### src/rtl/sample_unpacker_pkg.sv
// Shared GPS front-end constants: default packet/sample widths and unpacker state encodings.
package sample_unpacker_pkg;

  localparam int WORD_W_DEF   = 16;
  localparam int SAMPLE_W_DEF = 3;

  typedef enum logic {
    ST_IDLE = 1'b0,
    ST_RUN  = 1'b1
  } state_t;

  function automatic int buf_width(input int word_w, input int sample_w);
    return word_w + sample_w - 1;
  endfunction

endpackage

### src/rtl/sample_unpacker_bit_accumulator.sv
// LSB-first bit buffer: shifts a sample out of the bottom and appends a word at the current fill level.
module sample_unpacker_bit_accumulator
  import sample_unpacker_pkg::*;
#(
  parameter int WORD_W   = WORD_W_DEF,
  parameter int SAMPLE_W = SAMPLE_W_DEF,
  parameter int BUF_W    = buf_width(WORD_W, SAMPLE_W),
  parameter int CNT_W    = $clog2(BUF_W + 1)
) (
  input  logic                clk_sample,
  input  logic                reset,
  input  logic                flush,
  input  logic                shift,
  input  logic                append,
  input  logic [WORD_W-1:0]   append_data,
  output logic [SAMPLE_W-1:0] head,
  output logic [CNT_W-1:0]    level,
  output logic [CNT_W-1:0]    remain
);

  logic [BUF_W-1:0] bits;
  logic [BUF_W-1:0] shifted;
  logic [BUF_W-1:0] bits_next;
  logic [CNT_W-1:0] bit_count;
  logic [CNT_W-1:0] count_next;

  assign head   = bits[SAMPLE_W-1:0];
  assign level  = bit_count;
  assign remain = shift ? (bit_count - CNT_W'(SAMPLE_W)) : bit_count;

  // Bits above bit_count are always zero, so appending is a plain OR at offset remain.
  always_comb begin
    shifted    = shift ? (bits >> SAMPLE_W) : bits;
    bits_next  = shifted;
    count_next = remain;
    if (append) begin
      bits_next  = shifted | (BUF_W'(append_data) << remain);
      count_next = remain + CNT_W'(WORD_W);
    end
  end

  always_ff @(posedge clk_sample) begin
    if (reset || flush) begin
      bits      <= '0;
      bit_count <= '0;
    end else begin
      bits      <= bits_next;
      bit_count <= count_next;
    end
  end

endmodule

### src/rtl/sample_unpacker.sv
// Unpacks fixed-width packet words from a FWFT FIFO into a registered SAMPLE_W-bit sample stream.
module sample_unpacker
  import sample_unpacker_pkg::*;
#(
  parameter int WORD_W   = WORD_W_DEF,
  parameter int SAMPLE_W = SAMPLE_W_DEF,
  parameter int UCNT_W   = 16
) (
  input  logic                clk_sample,
  input  logic                reset,
  input  logic                resync,
  input  logic                packet_empty,
  input  logic [WORD_W-1:0]   packet_data,
  output logic                packet_read,
  input  logic                sample_ready,
  output logic                sample_valid,
  output logic [SAMPLE_W-1:0] sample_data,
  output logic [31:0]         total_sample_count,
  output logic [UCNT_W-1:0]   underflow_count
);

  localparam int BUF_W = buf_width(WORD_W, SAMPLE_W);
  localparam int CNT_W = $clog2(BUF_W + 1);

  state_t              state;
  state_t              state_next;
  logic [SAMPLE_W-1:0] head;
  logic [CNT_W-1:0]    level;
  logic [CNT_W-1:0]    remain;
  logic                out_load;
  logic                accept;

  assign accept      = sample_valid && sample_ready;
  assign out_load    = (level >= CNT_W'(SAMPLE_W)) && (!sample_valid || sample_ready);
  assign packet_read = !packet_empty && !resync && !reset && (remain < CNT_W'(SAMPLE_W));

  sample_unpacker_bit_accumulator #(
    .WORD_W   (WORD_W),
    .SAMPLE_W (SAMPLE_W),
    .BUF_W    (BUF_W),
    .CNT_W    (CNT_W)
  ) u_bit_accumulator (
    .clk_sample  (clk_sample),
    .reset       (reset),
    .flush       (resync),
    .shift       (out_load),
    .append      (packet_read),
    .append_data (packet_data),
    .head        (head),
    .level       (level),
    .remain      (remain)
  );

  always_ff @(posedge clk_sample) begin
    if (reset) state <= ST_IDLE;
    else       state <= state_next;
  end

  always_comb begin
    state_next = state;
    if (resync)                         state_next = ST_IDLE;
    else if (state == ST_IDLE && accept) state_next = ST_RUN;
  end

  // resync drops the pending sample but leaves sample_data as last presented.
  always_ff @(posedge clk_sample) begin
    if (reset) begin
      sample_valid <= 1'b0;
      sample_data  <= '0;
    end else if (resync) begin
      sample_valid <= 1'b0;
    end else if (out_load) begin
      sample_valid <= 1'b1;
      sample_data  <= head;
    end else if (accept) begin
      sample_valid <= 1'b0;
    end
  end

  always_ff @(posedge clk_sample) begin
    if (reset) begin
      total_sample_count <= '0;
      underflow_count    <= '0;
    end else begin
      if (accept) total_sample_count <= total_sample_count + 32'd1;
      if (state == ST_RUN && !sample_valid && sample_ready && underflow_count != '1)
        underflow_count <= underflow_count + UCNT_W'(1);
    end
  end

endmodule

### config.mk
export PLATFORM = sky130hd
export DESIGN_NAME = sample_unpacker
export DESIGN_NICKNAME = d
export VERILOG_FILES = /design/src/rtl/sample_unpacker_pkg.sv /design/src/rtl/sample_unpacker_bit_accumulator.sv /design/src/rtl/sample_unpacker.sv
export SDC_FILE = /design/constraint.sdc
export NUM_CORES = 1
export LEC_CHECK = 0
export ABC_CLOCK_PERIOD_IN_PS = 3100
export CORE_ASPECT_RATIO = 2
export CORE_MARGIN = 1
export CORE_UTILIZATION = 50
export DETAILED_ROUTE_END_ITERATION = 10
export GPL_ROUTABILITY_DRIVEN = 0
export PLACE_DENSITY = 0.83
export SYNTH_ARGS = -nofsm -noshare
export SYNTH_HDL_FRONTEND = slang
export SYNTH_SLANG_ARGS = --single-unit
### constraint.sdc
create_clock -name clk_sample -period 3.1 [get_ports clk_sample]
set_input_delay 0.62 -clock clk_sample [delete_from_list [all_inputs] [get_ports clk_sample]]
set_output_delay 0.62 -clock clk_sample [all_outputs]
set_load 0.01 [all_outputs]
# Yosys cells after proc, flatten, opt, wreduce, memory -nomap -nowiden
# Index checks and enable logic that the tools add are counted.
# Widths: inputs -> output; s select.
[totals] romBits=0 word_cells=42 reg_bits=76 input_bits=21 ramBits=0 n_memories=0 out_inout_bits=53 latch_bits=0
[op_classes] div_mod_pow=0 n_reduce_logical=18 n_mul=0 addsub=4 bitwise_logic=3 shift=1 eq_ne=1 magnitude_cmp=2 mux=6
[ops] operator="$mux 18" count=2
[ops] operator="$add 32x1->32 const B" count=1
[ops] operator="$or 18x18->18" count=1
[ops] operator="$shl 16x5->18" count=1
[ops] operator="$add 16x1->16 const B" count=1
[ops] operator="$ne 16x16->1 const B" count=1
[ops] operator="$mux 5" count=2
[ops] operator="$logic_and 1x1->1" count=9
[ops] operator="$add 5x5->5 const B" count=1
[ops] operator="$ge 5x2->1 const B" count=1
[ops] operator="$lt 5x2->1 const B" count=1
[ops] operator="$sub 5x2->5 const B" count=1
[ops] operator="$logic_not 1->1" count=4
[ops] operator="$logic_or 1x1->1" count=2
[ops] operator="$mux 1" count=2
[ops] operator="$not 1->1" count=2
[ops] operator="$reduce_and 2->1" count=1
[ops] operator="$reduce_bool 2->1" count=1
[ops] operator="$reduce_or 2->1" count=1

# Depth between registers and ports, before layout
# Gate-level depths: netlist (run 1).
[depth] depth_word=7 ltp_mapped=10 ltp_nobuf=8

# By module
# From an unflattened synthesis (run 1), not the netlist that was laid out.
[unflattened] hier_cells=485 hier_area_um2=4329.2
[by_module_without_submodules] mod="sample_unpacker" cells_each=280 seq_area_each_um2=1061.0 area_per_inst_um2=2439.8 instances=1
[by_module_without_submodules] mod="sample_unpacker_bit_accumulator" cells_each=205 seq_area_each_um2=460.4 area_per_inst_um2=1889.3 instances=1

# Worst setup path after synthesis (run 1)
# No wires, ideal clock.
[synth_path] path_type="input -> output" start="input sample_ready" end="output packet_read" path_slack_ns=0.665 required_ns=2.480 cell_stages=6 path_buffers=1 arrival_ns=1.815 cell_sequence="nand2b_1 buf_2 nand2b_1 or3b_2 a31o_2 clkinv_1"
[synth_via] elab_chain_cells=5
[synth_lines] element="from (decl)" line="sample_unpacker.sv:15" text="input logic sample_ready,"
[synth_lines] element="$logic_or 1x1->1" line="sample_unpacker.sv:34" text="assign out_load = (level >= CNT_W'(SAMPLE_W)) && (!sample_valid || sample_ready);"
[synth_lines] element="$logic_and 1x1->1" line="sample_unpacker.sv:34"
[synth_lines] element="$mux 5" line="sample_unpacker_bit_accumulator.sv:29" text="assign remain = shift ? (bit_count - CNT_W'(SAMPLE_W)) : bit_count;"
[synth_lines] element="$lt 5x2->1" line="sample_unpacker.sv:35" text="assign packet_read = !packet_empty && !resync && !reset && (remain < CNT_W'(SAMPLE_W));"
[synth_lines] element="$logic_and 1x1->1" line="sample_unpacker.sv:35"
[synth_lines] element="to (decl)" line="sample_unpacker.sv:14" text="output logic packet_read,"
# Every way passes these cells.

# Worst setup path in the final report (run 1)
# Ends and elaborated chain as after synthesis.

==> results of run 1 <==
[per-stage QoR]
step                std cells  power, W  hold slack (ps)   util  TNS, ps
finish                    736   0.00225              461  0.658        0
global route              736   0.00232              488  0.658    -32.6
floorplan                 556   0.00113              432      -        0
global placement          721   0.00120              439  0.621     -147
CTS                       736   0.00226              465  0.656        0
detailed placement        721   0.00121              452  0.621     -194
[timing repair]
action	4_1_cts	5_1_grt
endpoints found under the setup margin	1	1
hold buffers	0	0
cloned	0	0
gates resized for setup	2	4
[kinds of logic (layout without fill, tap and decap cells)]
family	Yosys count	count (layout)	synth area share
AND/OR/NAND/NOR	233	233	0.261
AO/OA/AOI/OAI	138	138	0.219
flip-flops	76	76	0.343
buffers and inverters	48	128	0.0474
XOR/XNOR	40	40	0.0790
multiplexers	18	18	0.0421
adder cells (fa/ha/maj)	3	3	0.00847
[report_power, final]
part	leakage [nW]	switching (W)	internal (W)	total (W)
logic	1.22	0.000114	0.0000878	0.000202
clock network	0.149	0.000370	0.000685	0.00105
registers	0.613	0.00000569	0.000985	0.000991
[per-layer routing]
| layer | vias up | share of wire | wire length, µm |
|---|---|---|---|
| li1 | 2190 | - | - |
| met1 | 2142 | 0.35 | 4280 |
| met2 | 182 | 0.56 | 6770 |
| met3 | 46 | 0.047 | 569 |
| met4 | 0 | 0.047 | 568 |
| met5 | - | 0 | 0 |
[placed cells by master, fill, tap and decap left out, types with 3 or more instances in the layout]
master            n
dfxtp_1          76
nand3_1          31
o32ai_1           4
nor3_1           14
a21oi_1          25
o221ai_1          4
nand4_1          15
a211o_1           3
clkdlybuf4s50_1  71
clkbuf_16         9
a211oi_1          6
or3_1             8
clkbuf_8          3
and4_1            4
nor2_1           69
a31oi_1          16
a21o_1            4
o22ai_1           4
mux2_2            4
o211ai_1          8
xor2_1           29
and3_1            5
o21ai_0          24
nand2_1          55
and2_1            4
o31ai_1           4
mux2i_1          13
xnor2_1          11
buf_4            28
inv_1            10
or2_2             5
nand2b_1          6
o221a_2           8
ha_1              3
[cells in the mapped netlist (6+ instances only)]
| cell type | n |
|---|---|
| a211oi_1 | 6 |
| a21oi_1 | 25 |
| a31oi_1 | 16 |
| buf_2 | 12 |
| clkbuf_1 | 21 |
| dfxtp_1 | 76 |
| inv_1 | 10 |
| mux2i_1 | 13 |
| nand2_1 | 55 |
| nand2b_1 | 6 |
| nand3_1 | 31 |
| nand4_1 | 15 |
| nor2_1 | 69 |
| nor3_1 | 14 |
| o211ai_1 | 8 |
| o21ai_0 | 25 |
| o221a_2 | 8 |
| or3_1 | 8 |
| xnor2_1 | 11 |
| xor2_1 | 29 |
[path summary, 6_finish.rpt]
kind / from / endpoint / slack (ps) / cells after the start
max: sample_ready / packet_read / 50 / 7
min: u_bit_accumulator.bits[1] / sample_data[1] / 460 / 2
min reg2reg: u_bit_accumulator.bits[1] / sample_data[1] / 460 / 2
max reg2reg: u_bit_accumulator.level[0] / u_bit_accumulator.bits[12] / 250 / 9
[state kept, by name, indices dropped and copies added, names as in the netlist]
register                 cells
u_bit_accumulator.bits      18
state                        1
total_sample_count          32
underflow_count             16
sample_valid                 1
sample_data                  3
u_bit_accumulator.level      5
[worst min-delay path, cell delays in order (launching register included)]
cell and delay [ps]:
dfxtp_1 310, nand2_1 60, a21oi_1 50
[cell type report]
type / instances / share of cell area
Sequential cell: 76 / 0.269
Clock buffer: 14 / 0.0485
Timing Repair Buffer: 102 / 0.167
Inverter: 11 / 0.00731
Tap cell: 100 / 0.0221
Multi-Input combinational cell: 432 / 0.480
Clock inverter: 1 / 0.00531
==> impl_metrics.json, run 1 <==
{
  "overflow": 0,
  "slew_headroom": 0.589,
  "avgSynthCellArea_um2": 7.97,
  "slowest_delay_ps": 490,
  "row_count": 48,
  "die_y_um": 135,
  "viasPerCell": 6.20,
  "grt_pass1_vias": 4384,
  "final_area_um2": 5650,
  "dp_slack_ps": -194,
  "vias": 4560,
  "grt_pass1_wl_mm": 20.0,
  "final_nets": 656,
  "met3_usage": 0.0522,
  "firstDrtPassIters": 5,
  "yosysTopAreaCellShare": 0.343,
  "synth_cell_types": 67,
  "fillers": 712,
  "area_delta_synth_final_pct": 27.5,
  "synth_flop_cell": "dfxtp_1",
  "power_density_nw_per_um2": 398,
  "startpoint_type": "primary input",
  "fin_skew_ps": 8.82,
  "arrival_ps": 2430,
  "post_cts_buffers": 0,
  "fmax_ghz": 0.328,
  "slew_viol_final": 0,
  "placed_area_um2": 5330,
  "die-area_um2": 9270,
  "grt_use_met2": 0.525,
  "core_um2": 8590,
  "ir_drop_mv": 0.295,
  "synth_area_leaders": "dfxtp_1, nor2_1, xor2_1",
  "yosysSeqAreaShare": 0.343,
  "clk_pin_slew_ps": 50,
  "endpoint_kind": "primary output",
  "htree_levels": 3,
  "syn_inst": 556,
  "critical_path.max_fanout": 2,
  "period_needed_ps": 3050,
  "drt.antenna.violating_nets": 0,
  "num_antenna_cells": 0,
  "ys_async_sr_fraction": 0,
  "yosys.area.top_type": "dfxtp_1",
  "initial_core_util": 0.516,
  "io_buffers": 73,
  "hold_violations": 0,
  "grt_use_met1": 0.273,
  "cts_buffer_depth": 2,
  "worst_slack_ps": 50.9,
  "worst_pin_slew_ps": 612,
  "io_pins": 74,
  "first_iter_violations": 312,
  "path_cells": "clkdlybuf4s50_1 > nand2b_1 > nand2b_1 > or3b_2 > a31o_2 > clkinv_1 > dlygate4sd2_1",
  "tritoncts": "built",
  "finalCritPeriodShare": 0.984,
  "syn_area_um2": 4430,
  "path_buf_inv": 3,
  "cts_buffers": 9,
  "clock_sinks": 76,
  "critPathTopFamily": "buffers and inverters",
  "crit_path_frequent_cell": "nand2b_1",
  "synth_fp_nets": 580,
  "critPathSlowestCell": "clkdlybuf4s50_1",
  "grt_max_degree": 53,
  "cts_root_buf": "clkbuf_16",
  "synth-edff-count": 0,
  "hold_path_class": "flip-flop to flip-flop",
  "yosys_warnings": 0,
  "critical_path_class": "primary input to primary output",
  "antenna_found_initial": 0,
  "status": "complete, no violations",
  "drive_gt1_frac": 0.121,
  "final-setup-viol-count": 0,
  "drv_cap": 0,
  "multi_input_area_um2": 2710,
  "dp_hpwl_mm": 9.12,
  "grt.busiest_layer": "met2",
  "synth-seq-cells": 76,
  "grt_usage": 0.283,
  "critPathRequiredTime_ps": 2480,
  "totalWireLength_mm": 12.2,
  "power.leakage_nw": 1.98,
  "die_w_um": 68.6,
  "post_drt_wl_per_cell_um": 16.6,
  "drc": 0,
  "seqCellArea_um2": 1520,
  "clk_latency_ps": 340
}
Power figures use the tool's default switching activity.
==> run 2, diff against run 1 <==
--- a/config.mk
+++ b/config.mk
@@ -12,6 +12,7 @@
 export DETAILED_ROUTE_END_ITERATION = 10
 export GPL_ROUTABILITY_DRIVEN = 0
 export PLACE_DENSITY = 0.83
+export SLEW_MARGIN = 20
 export SYNTH_ARGS = -nofsm -noshare
 export SYNTH_HDL_FRONTEND = slang
 export SYNTH_SLANG_ARGS = --single-unit
==> results of run 2 <==
No change in the layout: final DEF, timing and power equal those of run 1.
==> run 3, diff against run 2 <==
--- a/config.mk
+++ b/config.mk
@@ -8,10 +8,10 @@
 export ABC_CLOCK_PERIOD_IN_PS = 3100
 export CORE_ASPECT_RATIO = 2
 export CORE_MARGIN = 1
-export CORE_UTILIZATION = 50
+export CORE_UTILIZATION = 40
 export DETAILED_ROUTE_END_ITERATION = 10
 export GPL_ROUTABILITY_DRIVEN = 0
-export PLACE_DENSITY = 0.83
+export PLACE_DENSITY = 0.7
 export SLEW_MARGIN = 20
 export SYNTH_ARGS = -nofsm -noshare
 export SYNTH_HDL_FRONTEND = slang
==> run 3 against run 2 <==
Net effect: die area grew 24%; worst setup slack gained 25 ps; cell count grew 5.0%; largest power group unchanged.
==> impl_metrics.json, run 3 (synthesized netlist as in run 1, its figures left out) <==
{
  "critical_path.max_fanout": 3,
  "period_needed_ps": 3020,
  "grt_max_degree": 53,
  "cts_buffers": 9,
  "ir_drop_mv": 0.269,
  "post_cts_resized": 1,
  "grt_pass1_wl_mm": 20.3,
  "dp_slack_ps": -218,
  "grt.busiest_layer": "met2",
  "top_regs": "total_sample_count: 32 flops, u_bit_accumulator.bits: 18 flops, underflow_count: 16 flops",
  "row_count": 54,
  "area_delta_synth_final_pct": 27.7,
  "path_cells": "clkdlybuf4s50_1 > nand2b_1 > nand2b_1 > or3b_2 > a31o_2 > clkinv_1 > dlygate4sd2_1",
  "grt_pass1_vias": 4306,
  "num_antenna_cells": 0,
  "drv_cap": 0,
  "overflow": 0,
  "die_w_um": 76.4,
  "dp_hpwl_mm": 9.24,
  "met3_usage": 0.0367,
  "critPathTopFamily": "buffers and inverters",
  "grt_usage": 0.219,
  "worst_slack_ps": 76.0,
  "status": "complete, no violations",
  "critPathRequiredTime_ps": 2480,
  "core_um2": 10900,
  "initial_core_util": 0.408,
  "largest_reg_flops": 32,
  "cts_root_buf": "clkbuf_16",
  "vias": 4444,
  "first_iter_violations": 180,
  "clock_sinks": 76,
  "endpoint_kind": "primary output",
  "top_register": "total_sample_count",
  "final_nets": 652,
  "fmax_ghz": 0.331,
  "arrival_ps": 2400,
  "die-area_um2": 11500,
  "drc": 0,
  "fillers": 1019,
  "antenna_found_initial": 0,
  "mostFrequentLayoutCell": "dfxtp_1",
  "critPathSlowestCell": "clkdlybuf4s50_1",
  "slew_viol_final": 0,
  "power.leakage_nw": 1.97,
  "clk_latency_ps": 330,
  "path_buf_inv": 3,
  "final_area_um2": 5660,
  "totalWireLength_mm": 12.2,
  "worst_pin_slew_ps": 612,
  "cts_buffer_depth": 2,
  "firstDrtPassIters": 4,
  "viasPerCell": 5.75,
  "final_cell_mix": "dfxtp_1, clkdlybuf4s50_1, nor2_1, nand2_1, nand3_1",
  "die_y_um": 151,
  "tritoncts": "built",
  "placed_area_um2": 5350,
  "post_cts_buffers": 0,
  "fin_skew_ps": 6.75,
  "power_density_nw_per_um2": 396,
  "startpoint_type": "primary input",
  "grt_use_met2": 0.412,
  "hold_buffers": 0,
  "htree_levels": 3,
  "io_pins": 74,
  "hold_violations": 0,
  "post_drt_wl_per_cell_um": 15.8,
  "slowest_delay_ps": 500,
  "finalCritPeriodShare": 0.975,
  "crit_path_frequent_cell": "nand2b_1",
  "clk_pin_slew_ps": 60,
  "io_buffers": 73,
  "drt.antenna.violating_nets": 0,
  "hold_path_class": "flip-flop to flip-flop",
  "grt_use_met1": 0.217,
  "critical_path_class": "primary input to primary output",
  "rsz0062_at_grt": "no",
  "drive_gt1_frac": 0.115,
  "final-setup-viol-count": 0,
  "slew_headroom": 0.591
}
[run 3: cell count changes in the layout (fill, tap and decap cells not counted)]
cell,delta
o31ai_2,-1
clkbuf_1,-1
nor2b_4,-1
clkinv_2,+2
nor2b_1,+1
clkbuf_8,-1
o31ai_1,+1
buf_4,-4
clkinvlp_4,+1
[run 3: where the power goes]
group | internal, W | switching (W)
combinational | 0.0000862 | 0.000112
clock | 0.000664 | 0.000390
sequential | 0.000984 | 0.00000555
[run 3: final timing paths]
check                                                 from  slack [ps]  cells past startpoint                         to
worst max register to register  u_bit_accumulator.level[0]         320                      8  u_bit_accumulator.bits[3]
worst max-delay path                          sample_ready          80                      7                packet_read
worst min-delay path             u_bit_accumulator.bits[2]         460                      2             sample_data[2]
worst min register to register   u_bit_accumulator.bits[2]         460                      2             sample_data[2]
[run 3: worst min-delay path, cell delays in order, from the launching register on]
cell	delay [ps]
dfxtp_1	310
nand2_1	50
a21oi_1	50
[run 3: stage by stage]
stage	power, W	instances	hold slack (ps)	setup TNS [ps]	util
finish	0.00224	773	462	0	0.520
global route	0.00233	773	482	0	0.520
CTS	0.00226	773	469	0	0.520
detailed placement	0.00121	757	461	-218	0.492
global placement	0.00120	757	445	-176	0.492
floorplan	0.00113	556	432	0	-
[run 3: layout make-up]
| class | count | area [µm²] | area share |
|---|---|---|---|
| multi-input combinational | 432 | 2700 | 0.477 |
| clock inverter | 4 | 47.5 | 0.00840 |
| clock buffer | 12 | 256 | 0.0453 |
| inverter | 11 | 41.3 | 0.00730 |
| tap | 140 | 175 | 0.0310 |
| timing repair buffer | 98 | 916 | 0.162 |
| sequential | 76 | 1520 | 0.269 |
[run 3: layer usage]
| layer | share of wire | vias to the layer above | routed length, µm |
|---|---|---|---|
| li1 | - | 2173 | - |
| met1 | 0.38 | 2101 | 4610 |
| met2 | 0.54 | 126 | 6610 |
| met3 | 0.033 | 44 | 397 |
| met4 | 0.048 | 0 | 590 |
| met5 | 0 | - | 0 |
